--- config.mk ---
export PLATFORM = sky130hd
export DESIGN_NAME = divider
export DESIGN_NICKNAME = d
export VERILOG_FILES = /design/src/rtl/divider_pkg.sv /design/src/rtl/divider_core.sv /design/src/rtl/divider.sv
export SDC_FILE = /design/constraint.sdc
export NUM_CORES = 1
export LEC_CHECK = 0
export CAP_MARGIN = 20
export CORE_ASPECT_RATIO = 0.6
export CORE_MARGIN = 8
export CORE_UTILIZATION = 27
export CTS_BUF_LIST = sky130_fd_sc_hd__clkbuf_4 sky130_fd_sc_hd__clkbuf_8
export CTS_CLUSTER_DIAMETER = 50
export DETAILED_ROUTE_END_ITERATION = 7
export GPL_ROUTABILITY_DRIVEN = 0
export PLACE_DENSITY = 0.53
export SETUP_SLACK_MARGIN = 0.1
export SLEW_MARGIN = 40
export SYNTH_ARGS = -nofsm -noshare
export SYNTH_HDL_FRONTEND = slang
export SYNTH_SLANG_ARGS = --single-unit
--- constraint.sdc ---
create_clock -name clk_i -period 10.89 [get_ports clk_i]
set_clock_uncertainty 0.1 [all_clocks]
set_input_delay 2.178 -clock clk_i [delete_from_list [all_inputs] [get_ports clk_i]]
set_output_delay 2.178 -clock clk_i [all_outputs]
set_load 0.005 [all_outputs]
--- src/rtl/divider_pkg.sv ---
// Shared constants and FSM state type for the iterative divider.
// Holds the default operand width and the per-division iteration count.
package divider_pkg;

    localparam int DIV_WIDTH = 32;
    localparam int DIV_ITERS = DIV_WIDTH;

    typedef enum logic [1:0] {
        ST_IDLE = 2'd0,
        ST_BUSY = 2'd1,
        ST_DONE = 2'd2
    } div_state_e;

endpackage

--- src/rtl/divider_core.sv ---
// Unsigned radix-2 restoring divider, one quotient bit per clock.
// Ports: load_i starts a run on dividend_i/divisor_i; ready_o is high
// once all iterations have completed, with quotient_o/remainder_o valid.
module divider_core
    import divider_pkg::*;
#(
    parameter int WIDTH = DIV_WIDTH
) (
    input  logic             clk_i,
    input  logic             reset_i,
    input  logic             load_i,
    input  logic [WIDTH-1:0] dividend_i,
    input  logic [WIDTH-1:0] divisor_i,
    output logic [WIDTH-1:0] quotient_o,
    output logic [WIDTH-1:0] remainder_o,
    output logic             ready_o
);

    localparam int CW = $clog2(WIDTH + 1);
    localparam logic [CW-1:0] LAST  = CW'(WIDTH - 1);
    localparam logic [CW-1:0] TOTAL = CW'(WIDTH);

    logic [CW-1:0]    count;
    logic             run;
    logic [WIDTH-1:0] quo;
    logic [WIDTH-1:0] rem;
    logic [WIDTH-1:0] dsr;
    logic [WIDTH:0]   shifted;
    logic [WIDTH:0]   trial;

    // The partial remainder always stays below the divisor (or, for a
    // zero divisor, below 2^k after k steps), so one extra bit suffices.
    always_comb begin
        shifted = {rem, quo[WIDTH-1]};
        trial   = shifted - {1'b0, dsr};
    end

    always_ff @(posedge clk_i or posedge reset_i) begin
        if (reset_i) begin
            count <= '0;
            run   <= 1'b0;
            quo   <= '0;
            rem   <= '0;
            dsr   <= '0;
        end else if (load_i) begin
            count <= '0;
            run   <= 1'b1;
            quo   <= dividend_i;
            rem   <= '0;
            dsr   <= divisor_i;
        end else if (run) begin
            if (!trial[WIDTH]) begin
                rem <= trial[WIDTH-1:0];
                quo <= {quo[WIDTH-2:0], 1'b1};
            end else begin
                rem <= shifted[WIDTH-1:0];
                quo <= {quo[WIDTH-2:0], 1'b0};
            end
            count <= count + 1'b1;
            if (count == LAST) begin
                run <= 1'b0;
            end
        end
    end

    assign quotient_o  = quo;
    assign remainder_o = rem;
    assign ready_o     = !run && (count == TOTAL);

endmodule

--- src/rtl/divider.sv ---
// Signed/unsigned iterative divider: operand magnitudes, sign fix-up,
// divide-by-zero and overflow handling around divider_core, plus the FSM.
// Ports: clk_i, reset_i (async, active high), dividend_i, divisor_i,
// start_i, is_signed_i in; quotient_o, remainder_o, done_o (1-cycle) out.
// Optional: DIVIDER_ZERO_BYPASS_EN finishes zero-divisor and signed
// overflow cases one cycle after capture instead of running the core.
module divider
    import divider_pkg::*;
#(
    parameter int WIDTH = DIV_WIDTH
) (
    input  logic             clk_i,
    input  logic             reset_i,
    input  logic [WIDTH-1:0] dividend_i,
    input  logic [WIDTH-1:0] divisor_i,
    input  logic             start_i,
    input  logic             is_signed_i,
    output logic [WIDTH-1:0] quotient_o,
    output logic [WIDTH-1:0] remainder_o,
    output logic             done_o
);

    localparam logic [WIDTH-1:0] MIN_VAL = {1'b1, {(WIDTH-1){1'b0}}};
    localparam logic [WIDTH-1:0] ONES    = '1;

    div_state_e       state;
    logic             neg_q;
    logic             neg_r;
    logic             zero_q;
    logic             ovf_q;
    logic [WIDTH-1:0] dvd_q;

    logic             dvd_neg;
    logic             dsr_neg;
    logic [WIDTH-1:0] dvd_mag;
    logic [WIDTH-1:0] dsr_mag;
    logic             core_load;
    logic             core_ready;
    logic [WIDTH-1:0] core_q;
    logic [WIDTH-1:0] core_r;
    logic [WIDTH-1:0] fin_q;
    logic [WIDTH-1:0] fin_r;
    logic             finish;

    always_comb begin
        dvd_neg = is_signed_i & dividend_i[WIDTH-1];
        dsr_neg = is_signed_i & divisor_i[WIDTH-1];
        dvd_mag = dvd_neg ? (~dividend_i + 1'b1) : dividend_i;
        dsr_mag = dsr_neg ? (~divisor_i + 1'b1) : divisor_i;
    end

    assign core_load = (state == ST_IDLE) && start_i;

    divider_core #(
        .WIDTH(WIDTH)
    ) u_core (
        .clk_i      (clk_i),
        .reset_i    (reset_i),
        .load_i     (core_load),
        .dividend_i (dvd_mag),
        .divisor_i  (dsr_mag),
        .quotient_o (core_q),
        .remainder_o(core_r),
        .ready_o    (core_ready)
    );

    // Special cases override whatever the core produced.
    always_comb begin
        fin_q = neg_q ? (~core_q + 1'b1) : core_q;
        fin_r = neg_r ? (~core_r + 1'b1) : core_r;
        if (zero_q) begin
            fin_q = ONES;
            fin_r = dvd_q;
        end else if (ovf_q) begin
            fin_q = MIN_VAL;
            fin_r = '0;
        end
    end

`ifdef DIVIDER_ZERO_BYPASS_EN
    assign finish = core_ready | zero_q | ovf_q;
`else
    assign finish = core_ready;
`endif

    always_ff @(posedge clk_i or posedge reset_i) begin
        if (reset_i) begin
            state       <= ST_IDLE;
            neg_q       <= 1'b0;
            neg_r       <= 1'b0;
            zero_q      <= 1'b0;
            ovf_q       <= 1'b0;
            dvd_q       <= '0;
            quotient_o  <= '0;
            remainder_o <= '0;
        end else begin
            case (state)
                ST_IDLE: begin
                    if (start_i) begin
                        neg_q  <= dvd_neg ^ dsr_neg;
                        neg_r  <= dvd_neg;
                        zero_q <= (divisor_i == '0);
                        ovf_q  <= is_signed_i && (dividend_i == MIN_VAL)
                                  && (divisor_i == ONES);
                        dvd_q  <= dividend_i;
                        state  <= ST_BUSY;
                    end
                end
                ST_BUSY: begin
                    if (finish) begin
                        quotient_o  <= fin_q;
                        remainder_o <= fin_r;
                        state       <= ST_DONE;
                    end
                end
                ST_DONE: state <= ST_IDLE;
                default: state <= ST_IDLE;
            endcase
        end
    end

    assign done_o = (state == ST_DONE);

endmodule

# --- Yosys cells after proc, flatten, opt, wreduce, memory -nomap -nowiden ---
# Index checks and enable logic that the tools add are counted.
totals:
  input_bits: 68
  reg_bits: 205
  output_inout_bits: 65
op_classes:
  muxes: 22
  n_eq_ne: 8
  n_reduce_logical: 11
  n_addsub: 6
  bitwise: 7
ops:
  columns: ["operator", "count"]
  rows:
  - ["32-bit 2-to-1 mux", 13]
  - ["32-bit by 1-bit adder with 32-bit output (second input constant)", 4]
  - ["32-bit inverter", 4]
  - ["32-bit == test (second input constant)", 2]
  - ["33-bit by 32-bit subtractor with 33-bit output", 1]
  - ["32-bit zero test", 1]
  - ["6-bit 2-to-1 mux", 2]
  - ["6-bit by 1-bit adder with 6-bit output (second input constant)", 1]
  - ["6-bit by 5-bit == test with 1-bit output (second input constant)", 1]
  - ["6-bit == test (second input constant)", 1]
  - ["2-bit AND reduction", 3]
  - ["1-bit logical AND", 4]
  - ["1-bit 2-to-1 mux", 4]
  - ["2-bit 2-to-1 mux", 2]
  - ["2-bit inequality test (second input constant)", 2]
  - ["2-bit case mux with 2 select lines", 1]
  - ["1-bit bitwise AND", 2]
  - ["2-bit by 1-bit == test with 1-bit output (second input constant)", 1]
  - ["2-bit == test (second input constant)", 1]
  - ["2-bit zero test", 1]
  - ["2-bit nonzero test", 1]
  - ["1-bit zero test", 1]
  - ["1-bit bitwise XOR", 1]

# --- Longest topological paths before layout ---
logic_depth:
  ltp_word: 5
  mapped_depth: 14

# --- Cells and area by module ---
# Synthesis repeated with hierarchy kept, for this count alone.
unflattened:
  cells_unflattened: 1580
  area_unflattened_um2: 13281.5
by_module_without_submodules:
  columns: ["module", "seq_area_each_um2", "area_each_um2", "n_inst", "cells_per_inst"]
  rows:
  - ["divider", 2552.4, 6817.8, 1, 842]
  - ["divider_core", 2577.5, 6463.7, 1, 738]

# --- Least setup slack after synthesis ---
# Ideal clock, no wire load.
synth_timing:
  path_type: "in2reg"
  start: "input dividend_i[13]"
  end: "register u_core.quo[30] (netlist: u_core.quotient_o[30])"
  setup_slack_ps: 6206
  arrival_time_ps: 4447
  n_path_buf: 0
  cell_stages: 10
  t_required_ps: 10653
  setup_ps: 137
  path_cell_list: "or4_1 > or3_4 > nor2_2 > nand2_2 > nor4_4 > nand3b_1 > or4_4 > o31ai_4 > xor2_1 > a21oi_1"
synth_via:
  elab_chain_cells: 4
synth_rtl:
  columns: ["item", "line_no", "text"]
  rows:
  - ["start, declared", "divider.sv:14", "input logic [WIDTH-1:0] dividend_i,"]
  - ["32-bit inverter", "divider.sv:48", "dvd_mag = dvd_neg ? (~dividend_i + 1'b1) : dividend_i;"]
  - ["32-bit by 1-bit adder with 32-bit output", "divider.sv:48", null]
  - ["32-bit 2-to-1 mux", "divider.sv:48", null]
  - ["32-bit 2-to-1 mux", "divider_core.sv:45", "end else if (load_i) begin"]
  - ["end signal, assigned", "divider_core.sv:48", "quo <= dividend_i;"]
  - ["end signal, assigned", "divider_core.sv:54", "quo <= {quo[WIDTH-2:0], 1'b1};"]
  - ["end signal, assigned", "divider_core.sv:57", "quo <= {quo[WIDTH-2:0], 1'b0};"]
  - ["end, declared", "divider_core.sv:25", "logic [WIDTH-1:0] quo;"]
# Every way passes these cells.
# A chain may end at the register's enable or synchronous reset.

# --- Worst setup path after layout ---
layout_timing:
  start: "input dividend_i[2]"
  end: "register u_core.quo[29] (netlist: u_core.quotient_o[29])"
# Same word-level chain as after synthesis.

==> metrics.yaml <==
max-vdd-ir-drop_uv: 165
synthesis.area_mm2: 0.0130
chipHeight_um: 186
syn_area_per_cell_um2: 8.40
h-tree-depth: 2
hpwl_um: 29800
post_drt_wl_per_cell_um: 17.7
synthTopCellsByArea: "dfrtp_1 40%, nand2_1 7.6%, o21ai_0 5.2%, xnor2_1 5.1%, nor2_1 5.0%"
clk_latency_ps: 570
cp-start-kind: "input pin"
cts_resized: 0
rows: 62
cts_buffers: 38
place_inst: 2241
arrival_ps: 5360
synthArstFlopShare_pct: 100
cts_tree: "built"
rrSetupSlack_ps: 7060
cts_setup_buffers: 0
ys_seq_area_share_pct: 39.6
pwr-share-comb_pct: 53.6
rsz0062_at_grt: "false"
area_growth_pct: 21.5
final-instance-count-excl-fill: 2309
hold_viol: 0
path_clk_slew_ps: 70
layout-drive-gt1-share_pct: 7.07
vias: 11400
synth_ff_type: "dfrtp_1"
timing.final.crit_share_pct: 46.2
netlist_top_cells_count: "263 x nand2_1, 205 x dfrtp_1, 174 x nor2_1"
n_fill_cell: 5036
synth_fp_nets: 1652
yosysTopAreaCell: "dfrtp_1"
ys_types: 68
coreArea_mm2: 0.0476
critical_path_class: "input pin to flop"
p_leak_nw: 6.82
fmax_mhz: 199
regArea_mm2: 0.00513
multiInputGateArea_mm2: 0.00731
p_int_mw: 2.71
cts_root_buf: "clkbuf_8"
hold_buffers: 0
tightest_slew_ps: 771
grt_overflow_total: 0
port-buffer-count: 132
final-max-slew-violation-count: 0
slew_headroom_pct: 48.6
synth_edf_count: 0
hold_path.class: "flop to flop"
end_kind: "flop"
ys_ff_latch: 205
fp.dieArea_mm2: 0.0555
worstPathRequired_ps: 11220
crit_start: "dividend_i[2]"
grt_pass1_wl_um: 65300
pwr-share-seq_pct: 29.1
syn_inst: 1544
cts.sinks: 205
power_frac_clock_pct: 17.3
grt_pass1_vias: 11500
ys_warn_count: 0
viasPerCell: 4.94
grt_usage_pct: 14.5
first_pass_iters: 5
die_x_um: 299
yosysTopAreaCellShare_pct: 39.6
post-route-min-period_ps: 5030
drtAntennaViolNets: 0
setup-tns-final_ps: 0
crit_fanout: 6
powerDensity_mw_per_mm2: 311
fin_nets: 1749
status: "completed"
swShare_pct: 44.8
grt_max_degree: 133
clk_path_buf_depth: 3
hold_start: "quotient_o[21]"
antenna_found_initial: 0
ios: 133
start_util_pct: 27.2
r2r_start: "u_core.quotient_o[31]"
yosysMostFrequentCell: "nand2_1"
cap_violations: 0
p_sw_mw: 2.20
finalSetupViolCount: 0
routed_wl_um: 41000
antennaDiodeCount: 0
drt-initial-drc-count: 819
drc: 0
==> routing by layer <==
layer / vias to the layer above / wire [µm] / part of all wire (%) / track usage, %
met4: 0 / 911 / 2.2 / 3.98
li1: 5589 / - / - / -
met3: 63 / 1750 / 4.3 / 2.74
met2: 241 / 17900 / 44 / 22.5
met1: 5513 / 20400 / 50 / 20.7
met5: - / 0 / 0 / 0
==> layout by cell type (no fill, tap or decap), types with 15 or more instances in the layout <==
master and instances:
a211oi_1 22, a21oi_1 90, a221oi_1 33, clkbuf_8 49, clkdlybuf4s50_1 132, dfrtp_1 203, ha_1 39, inv_1 57
mux2i_1 31, nand2_1 261, nand4_1 15, nor2_1 173, o21ai_0 134, o22a_1 21, o31ai_1 20, xnor2_1 76
xor2_1 73
==> path summary, 6_finish.rpt <==
check,endpoint,depth (start not counted)
worst max-delay path,u_core.quotient_o[29],11
worst min-delay path,quotient_o[21],2
worst max register to register,u_core.remainder_o[20],14
worst min register to register,quotient_o[21],2
max in group asynchronous,u_core.dsr[27],3
min in group asynchronous,quotient_o[0],2
==> cell families after synthesis <==
logic type,after synthesis,share of synthesized area (%)
adder cells (fa/ha/maj),40,3.92
AND/OR/NAND/NOR,568,19.8
multiplexers,33,2.57
buffers and inverters,146,4.25
AO/OA/AOI/OAI,401,19.6
flip-flops,205,39.6
XOR/XNOR,151,10.3
==> through the flow <==
stage | total power [mW] | worst slack [ps] | hold WS (ps) | utilization, % | cell area [µm²]
after global placement | 4.02 | 5400 | 355 | 31.2 | 14900
after floorplan | 3.34 | 3020 | 346 | - | 13000
after CTS | 4.95 | 5990 | 375 | 33.1 | 15800
after detailed placement | 4.05 | 5360 | 359 | 31.3 | 14900
final | 4.91 | 5860 | 369 | 33.1 | 15800
after global routing | 5.38 | 5750 | 394 | 33.1 | 15800
==> critical path: stages <==
cell and delay, ps:
clkdlybuf4s50_1 510, or4_1 560, nor4_2 280, nand3b_1 330, nor3_2 450, nand3b_1 190, nor4_2 260, nand3b_1 150
o21ai_0 210, xor2_1 170, a21oi_1 80
==> power groups by stage <==
stage          logic, mW  clock network (mW)  registers (mW)
3_5_place_dp        2.61                   0            1.44
4_1_cts             2.64               0.877            1.43
6_report            2.63               0.848            1.43
2_1_floorplan       2.03                   0            1.31
5_1_grt             2.99               0.909            1.48
3_3_place_gp        2.59                   0            1.43
==> registers in the layout, summed over array words and instances, names as in the netlist <==
| name | cells |
|---|---|
| zero_q | 1 |
| u_core.dsr | 32 |
| dvd_q | 32 |
| u_core.remainder_o | 32 |
| quotient_o | 32 |
| remainder_o | 32 |
| ovf_q | 1 |
| neg_r | 1 |
| state | 2 |
| u_core.run | 1 |
| neg_q | 1 |
| u_core.count | 6 |
| u_core.quotient_o | 32 |
==> final cells by class <==
type | instances | area share (%)
multi-input cells | 1193 | 46.4
flip-flops and latches | 205 | 32.6
repair buffers | 144 | 9.00
well taps | 640 | 5.08
clock buffers | 57 | 4.66
inverters | 59 | 1.48
clock inverters | 11 | 0.802
(Power assumes the default switching activity.)
